`config.mk`:
```
export PLATFORM = sky130hd
export DESIGN_NAME = ms_timer_scheduler
export DESIGN_NICKNAME = d
export VERILOG_FILES = /design/src/rtl/ms_timer_sched_pkg.sv /design/src/rtl/ms_timer_chan_regs.sv /design/src/rtl/ms_timer_scheduler.sv
export SDC_FILE = /design/constraint.sdc
export NUM_CORES = 1
export LEC_CHECK = 0
export ABC_AREA = 0
export BUFFER_PORTS_ARGS = -buffer_cell sky130_fd_sc_hd__buf_2
export CORE_MARGIN = 1
export CORE_UTILIZATION = 54
export CTS_BUF_LIST = sky130_fd_sc_hd__clkbuf_8
export DETAILED_ROUTE_END_ITERATION = 8
export GPL_ROUTABILITY_DRIVEN = 0
export PLACE_DENSITY = 0.84
export SETUP_SLACK_MARGIN = 0.1
export SYNTH_ARGS = -nofsm -noshare
export SYNTH_HDL_FRONTEND = slang
export SYNTH_SLANG_ARGS = --single-unit
```
`constraint.sdc`:
```
create_clock -name clk -period 6.3 [get_ports clk]
set_clock_uncertainty 0.2 [all_clocks]
set_input_delay 1.26 -clock clk [delete_from_list [all_inputs] [get_ports clk]]
set_output_delay 1.26 -clock clk [all_outputs]
set_load 0.01 [all_outputs]
```
`src/rtl/ms_timer_sched_pkg.sv`:
```
// ms_timer_sched_pkg: shared types, defaults and index-width helper for the ms timer scheduler
package ms_timer_sched_pkg;
    typedef enum logic {IDLE, SWEEP} sched_state_t;
    localparam int DEF_NUM_CH = 4;
    localparam int DEF_CNT_W = 16;
    function automatic int idx_w(input int n);
        return (n <= 1) ? 1 : $clog2(n);
    endfunction
endpackage

```
`src/rtl/ms_timer_chan_regs.sv`:
```
// ms_timer_chan_regs: per-channel countdown/active registers with start > cancel > service priority
module ms_timer_chan_regs
    import ms_timer_sched_pkg::*;
#(
    parameter int NUM_CH = DEF_NUM_CH,
    parameter int CNT_W = DEF_CNT_W,
    parameter int IW = idx_w(NUM_CH)
) (
    input  logic                    clk,
    input  logic                    rst,
    input  logic [NUM_CH-1:0]       i_start,
    input  logic [NUM_CH-1:0]       i_cancel,
    input  logic [NUM_CH*CNT_W-1:0] i_dur,
    input  logic [IW-1:0]           i_idx,
    input  logic                    i_dec_en,
    output logic [NUM_CH-1:0]       o_active,
    output logic                    o_exp_stb,
    output logic [IW-1:0]           o_exp_idx,
    output logic [NUM_CH-1:0]       o_zero_exp
);
    logic [CNT_W-1:0]  r_count [NUM_CH];
    logic [NUM_CH-1:0] r_active;
    logic              r_exp_stb;
    logic [IW-1:0]     r_exp_idx;
    logic [NUM_CH-1:0] r_zero_exp;

    always_ff @(posedge clk) begin
        if (rst) begin
            for (int i = 0; i < NUM_CH; i++) r_count[i] <= '0;
            r_active   <= '0;
            r_exp_stb  <= 1'b0;
            r_exp_idx  <= '0;
            r_zero_exp <= '0;
        end else begin
            r_exp_stb  <= 1'b0;
            r_exp_idx  <= i_idx;
            r_zero_exp <= '0;
            for (int i = 0; i < NUM_CH; i++) begin
                if (i_start[i]) begin
                    // a zero duration expires immediately instead of arming
                    r_count[i]    <= i_dur[i*CNT_W +: CNT_W];
                    r_active[i]   <= |i_dur[i*CNT_W +: CNT_W];
                    r_zero_exp[i] <= ~|i_dur[i*CNT_W +: CNT_W];
                end else if (i_cancel[i]) begin
                    r_active[i] <= 1'b0;
                end else if (i_dec_en && i_idx == IW'(i) && r_active[i]) begin
                    if (r_count[i] == CNT_W'(1)) begin
                        r_count[i]  <= '0;
                        r_active[i] <= 1'b0;
                        r_exp_stb   <= 1'b1;
                    end else begin
                        r_count[i] <= r_count[i] - CNT_W'(1);
                    end
                end
            end
        end
    end

    assign o_active   = r_active;
    assign o_exp_stb  = r_exp_stb;
    assign o_exp_idx  = r_exp_idx;
    assign o_zero_exp = r_zero_exp;
endmodule

```
`src/rtl/ms_timer_scheduler.sv`:
```
// ms_timer_scheduler: multi-channel ms timeout service sharing one decrement unit swept on each 1 ms tick
module ms_timer_scheduler
    import ms_timer_sched_pkg::*;
#(
    parameter int NUM_CH = DEF_NUM_CH,
    parameter int CNT_W = DEF_CNT_W
) (
    input  logic                    clk,
    input  logic                    rst,
    input  logic                    tick_1ms,
    input  logic [NUM_CH-1:0]       start,
    input  logic [NUM_CH-1:0]       cancel,
    input  logic [NUM_CH*CNT_W-1:0] dur_ms,
    output logic [NUM_CH-1:0]       busy,
    output logic [NUM_CH-1:0]       expired,
    output logic                    sweeping,
    output logic                    overrun
);
    localparam int IW = idx_w(NUM_CH);

    sched_state_t      r_state;
    logic [IW-1:0]     r_idx;
    logic              r_pend;
    logic              r_ovr;
    logic              w_exp_stb;
    logic [IW-1:0]     w_exp_idx;
    logic [NUM_CH-1:0] w_zero_exp;
    logic [NUM_CH-1:0] w_exp_dec;

    always_ff @(posedge clk) begin
        if (rst) begin
            r_state <= IDLE;
            r_idx   <= '0;
            r_pend  <= 1'b0;
            r_ovr   <= 1'b0;
        end else begin
            if (tick_1ms && r_pend) r_ovr <= 1'b1;
            case (r_state)
                IDLE: if (tick_1ms || r_pend) begin
                    r_state <= SWEEP;
                    r_idx   <= '0;
                    r_pend  <= 1'b0;
                end
                SWEEP: if (r_idx == IW'(NUM_CH - 1)) begin
                    // a pending tick restarts the sweep back-to-back; a fresh one becomes pending
                    r_state <= r_pend ? SWEEP : IDLE;
                    r_idx   <= '0;
                    r_pend  <= tick_1ms;
                end else begin
                    r_idx <= r_idx + IW'(1);
                    if (tick_1ms) r_pend <= 1'b1;
                end
            endcase
        end
    end

    ms_timer_chan_regs #(.NUM_CH(NUM_CH), .CNT_W(CNT_W), .IW(IW)) u_regs (
        .clk       (clk),
        .rst       (rst),
        .i_start   (start),
        .i_cancel  (cancel),
        .i_dur     (dur_ms),
        .i_idx     (r_idx),
        .i_dec_en  (r_state == SWEEP),
        .o_active  (busy),
        .o_exp_stb (w_exp_stb),
        .o_exp_idx (w_exp_idx),
        .o_zero_exp(w_zero_exp)
    );

    always_comb begin
        w_exp_dec = '0;
        if (w_exp_stb) w_exp_dec[w_exp_idx] = 1'b1;
    end

    assign expired  = w_exp_dec | w_zero_exp;
    assign sweeping = (r_state == SWEEP);
    assign overrun  = r_ovr;
endmodule

```
==> flow_summary.toml <==
[power_and_ir_drop]
swShare_pct = 28.2
p_leak_nw = 2.00
max-vdd-ir-drop_mv = 0.121
fin_total_pwr_mw = 1.21
p_sw_mw = 0.342
pwr-share-seq_pct = 52.9
share_comb_of_total_power_pct = 14.2
power.density_nw_per_um2 = 228
clkPwrFrac_pct = 32.9
intPower_mw = 0.870

[floorplanning]
fp.coreArea_um2 = 8260
die_y_um = 94.7
num_rows = 33
ios = 85
dieArea_um2 = 8970
start_util_pct = 56.2
die_w_um = 94.7

[yosys]
ys_seq_elements = 80
synthAdderAreaFrac_pct = 3.23
yosys_warnings = 0
syn_nets = 574
synth_compound_area_share_pct = 11.1
synth_area_um2 = 4640
synth-simple-area-share_pct = 24.4
synthXorXnorAreaFrac_pct = 10.0
syn_inst = 487
synth.area.mux_share_pct = 0
yosysSeqAreaShare_pct = 48.3
syn_avg_cell_area_um2 = 9.53
yosysUniqueCellTypes = 43
synth_top_family_by_area = "simple AND/OR/NAND/NOR gates"

[cells_and_area]
area_growth_pct = 14.6
utilization_pct = 64.4
nets = 652
finish.instance_area_um2 = 5320
n_antenna_cell = 0
fin_cells = 675
drive_above_1_share_pct = 21.4

[route]
via_count = 3905
wire_per_inst_um = 15.7
drt_wl_total_um = 10600
routed_via_density = 5.79
dr.pass1.iters = 4
drtIter0Drc = 191
drc = 0
drt.antenna.violating_nets = 0

[global_route]
grt_max_degree = 22
antenna_found_initial = 0
grt_overflow = 0
grt.total_usage_pct = 24.3
grt_first_pass_wirelength_um = 16500
grt_pass1_vias = 3540

[setup_path]
max_stage_delay_ns = 0.71
path_max_fanout = 21
worst_ep_arrival_time_ns = 3.16
crit_path_cell_trace = "buf_2, or4b_2, nor2_1, or3_1"
crit_required_ns = 6.09
critPathKind = "in2reg"
start_kind = "input pin"
crit_slowest_cell = "or4b_2"
end_kind = "register"

[clocking]
clk-insertion-delay-late_ns = 0.36
cts_tree = "built"
cts_resized = 0
cts_num_sinks = 80
clk_pin_slew_worst_paths_ns = 0.09
clock_path_buffers = 2
cts_buffers = 9
cts_hold_buffers = 0
htreeDepth = 3
postCtsSetupRepairBufs = 0
cts_root_buf = "clkbuf_8"

[sta]
fin_crit_sh_pct = 53.5
whs_ns = 0.296
rsz0062_at_grt = "false"
hold_viol = 0
slew_headroom_pct = 26.1
tightest_slew_ns = 1.11
setup-tns-final_ns = 0
final.min_clock_period_ns = 3.37
setup_viol = 0
slew_viol_final = 0
fin_ws_ns = 2.93
fmax_mhz = 297

[place]
pre_cts_ws_ns = 2.57
placed_cell_area_um2 = 5110
dp_hpwl_um = 7640
place.port_buffers = 84
place_inst = 659

[status]
outcome = "finished clean"

[hold_path]
hold_class = "reg2reg"

[flow_run]
cap_violations = 0
-- cells by family after synthesis --
logic type	after synthesis
AND/OR/NAND/NOR	225
AO/OA/AOI/OAI	85
flip-flops	80
XOR/XNOR	53
buffers and inverters	32
adder cells (fa/ha/maj)	12
-- power groups by stage --
stage          combinational [mW]  clock [mW]  sequential [mW]
6_report                    0.172       0.399            0.641
5_1_grt                     0.192       0.420            0.645
3_5_place_dp                0.170           0            0.651
3_3_place_gp                0.164           0            0.649
2_1_floorplan               0.116           0            0.643
4_1_cts                     0.172       0.398            0.640
-- cell type report --
type | instances | area (um^2)
inverters | 15 | 56.3
fillers | 680 | 2940
flip-flops and latches | 80 | 2240
clock buffers | 9 | 124
repair buffers | 84 | 420
well taps | 105 | 131
multi-input cells | 375 | 2260
clock inverters | 7 | 80.1
-- cells in the mapped netlist (all sizes together) --
cell type | instances | area share [%]
and2 | 1 | 0.13
dfxtp | 16 | 6.9
or2 | 1 | 0.13
nor4 | 29 | 4.0
nand4b | 1 | 0.19
o41a | 1 | 0.24
or4b | 2 | 0.43
a31o | 4 | 0.75
nand2 | 89 | 7.4
xnor2 | 36 | 6.8
edfxtp | 64 | 41
nand4 | 6 | 0.81
nor2 | 30 | 2.4
buf | 1 | 0.43
a21o | 1 | 0.16
or4 | 8 | 1.4
o31ai | 2 | 0.32
nor2b | 9 | 1.2
or3 | 10 | 1.5
and4b | 1 | 0.22
nor4b | 1 | 0.19
and3 | 2 | 0.27
a21oi | 6 | 0.65
ha | 12 | 3.2
nor3b | 3 | 0.49
nor3 | 21 | 2.3
a32o | 2 | 0.43
nand2b | 4 | 0.54
clkbuf | 16 | 1.3
inv | 15 | 1.2
xor2 | 17 | 3.2
nand3b | 1 | 0.16
o311ai | 1 | 0.19
a2bb2oi | 2 | 0.38
nand3 | 5 | 0.54
o21ai | 64 | 7.7
and2b | 1 | 0.19
a31oi | 2 | 0.27
-- state kept, by name, indices dropped and copies added (netlist names) --
signal	count
overrun	1
r_idx	2
r_pend	1
sweeping	1
u_regs.o_active	4
u_regs.o_exp_idx	2
u_regs.o_exp_stb	1
u_regs.o_zero_exp	4
u_regs.r_count	64
-- cell usage in the layout, fill, tap and decap left out, types with 4 or more instances in the layout --
| cell | instances |
|---|---|
| nand2_1 | 88 |
| buf_2 | 84 |
| edfxtp_1 | 64 |
| o21ai_0 | 54 |
| xnor2_1 | 36 |
| nor2_1 | 30 |
| nor4_1 | 28 |
| nor3_1 | 21 |
| xor2_1 | 17 |
| dfxtp_1 | 16 |
| inv_1 | 15 |
| ha_1 | 12 |
| o21ai_2 | 10 |
| or3_1 | 9 |
| nor2b_1 | 9 |
| clkbuf_8 | 9 |
| or4_1 | 7 |
| nand4_1 | 6 |
| a21oi_1 | 6 |
| nand3_1 | 5 |
| nand2b_1 | 4 |
| a31o_2 | 4 |
-- path summary, 6_finish.rpt --
check	from	endpoint	slack, ns	depth (start not counted)
hold reg to reg	overrun$_SDFFE_PP0P_	overrun$_SDFFE_PP0P_	0.30	2
hold / removal	overrun$_SDFFE_PP0P_	overrun$_SDFFE_PP0P_	0.30	2
setup / recovery	rst	u_regs.r_count[1][5]$_SDFFCE_PN0P_	2.93	4
setup reg to reg	u_regs.r_count[1][7]$_SDFFCE_PN0P_	u_regs.r_count[1][15]$_SDFFCE_PN0P_	3.50	5
-- layer usage --
layer	global-route usage (%)	vias to the layer above	part of all wire [%]
met5	0	-	0
met4	10.1	0	2.2
met3	4.91	24	5.0
met2	40.3	119	50
met1	30.8	1843	43
li1	-	1919	-
-- worst max-delay path, delay by kind of cell --
family / cells / cell delay (ns)
buf+inv: 1 / 0.21
simple gates: 3 / 1.69
No activity file was read; power rests on OpenSTA's default activity.
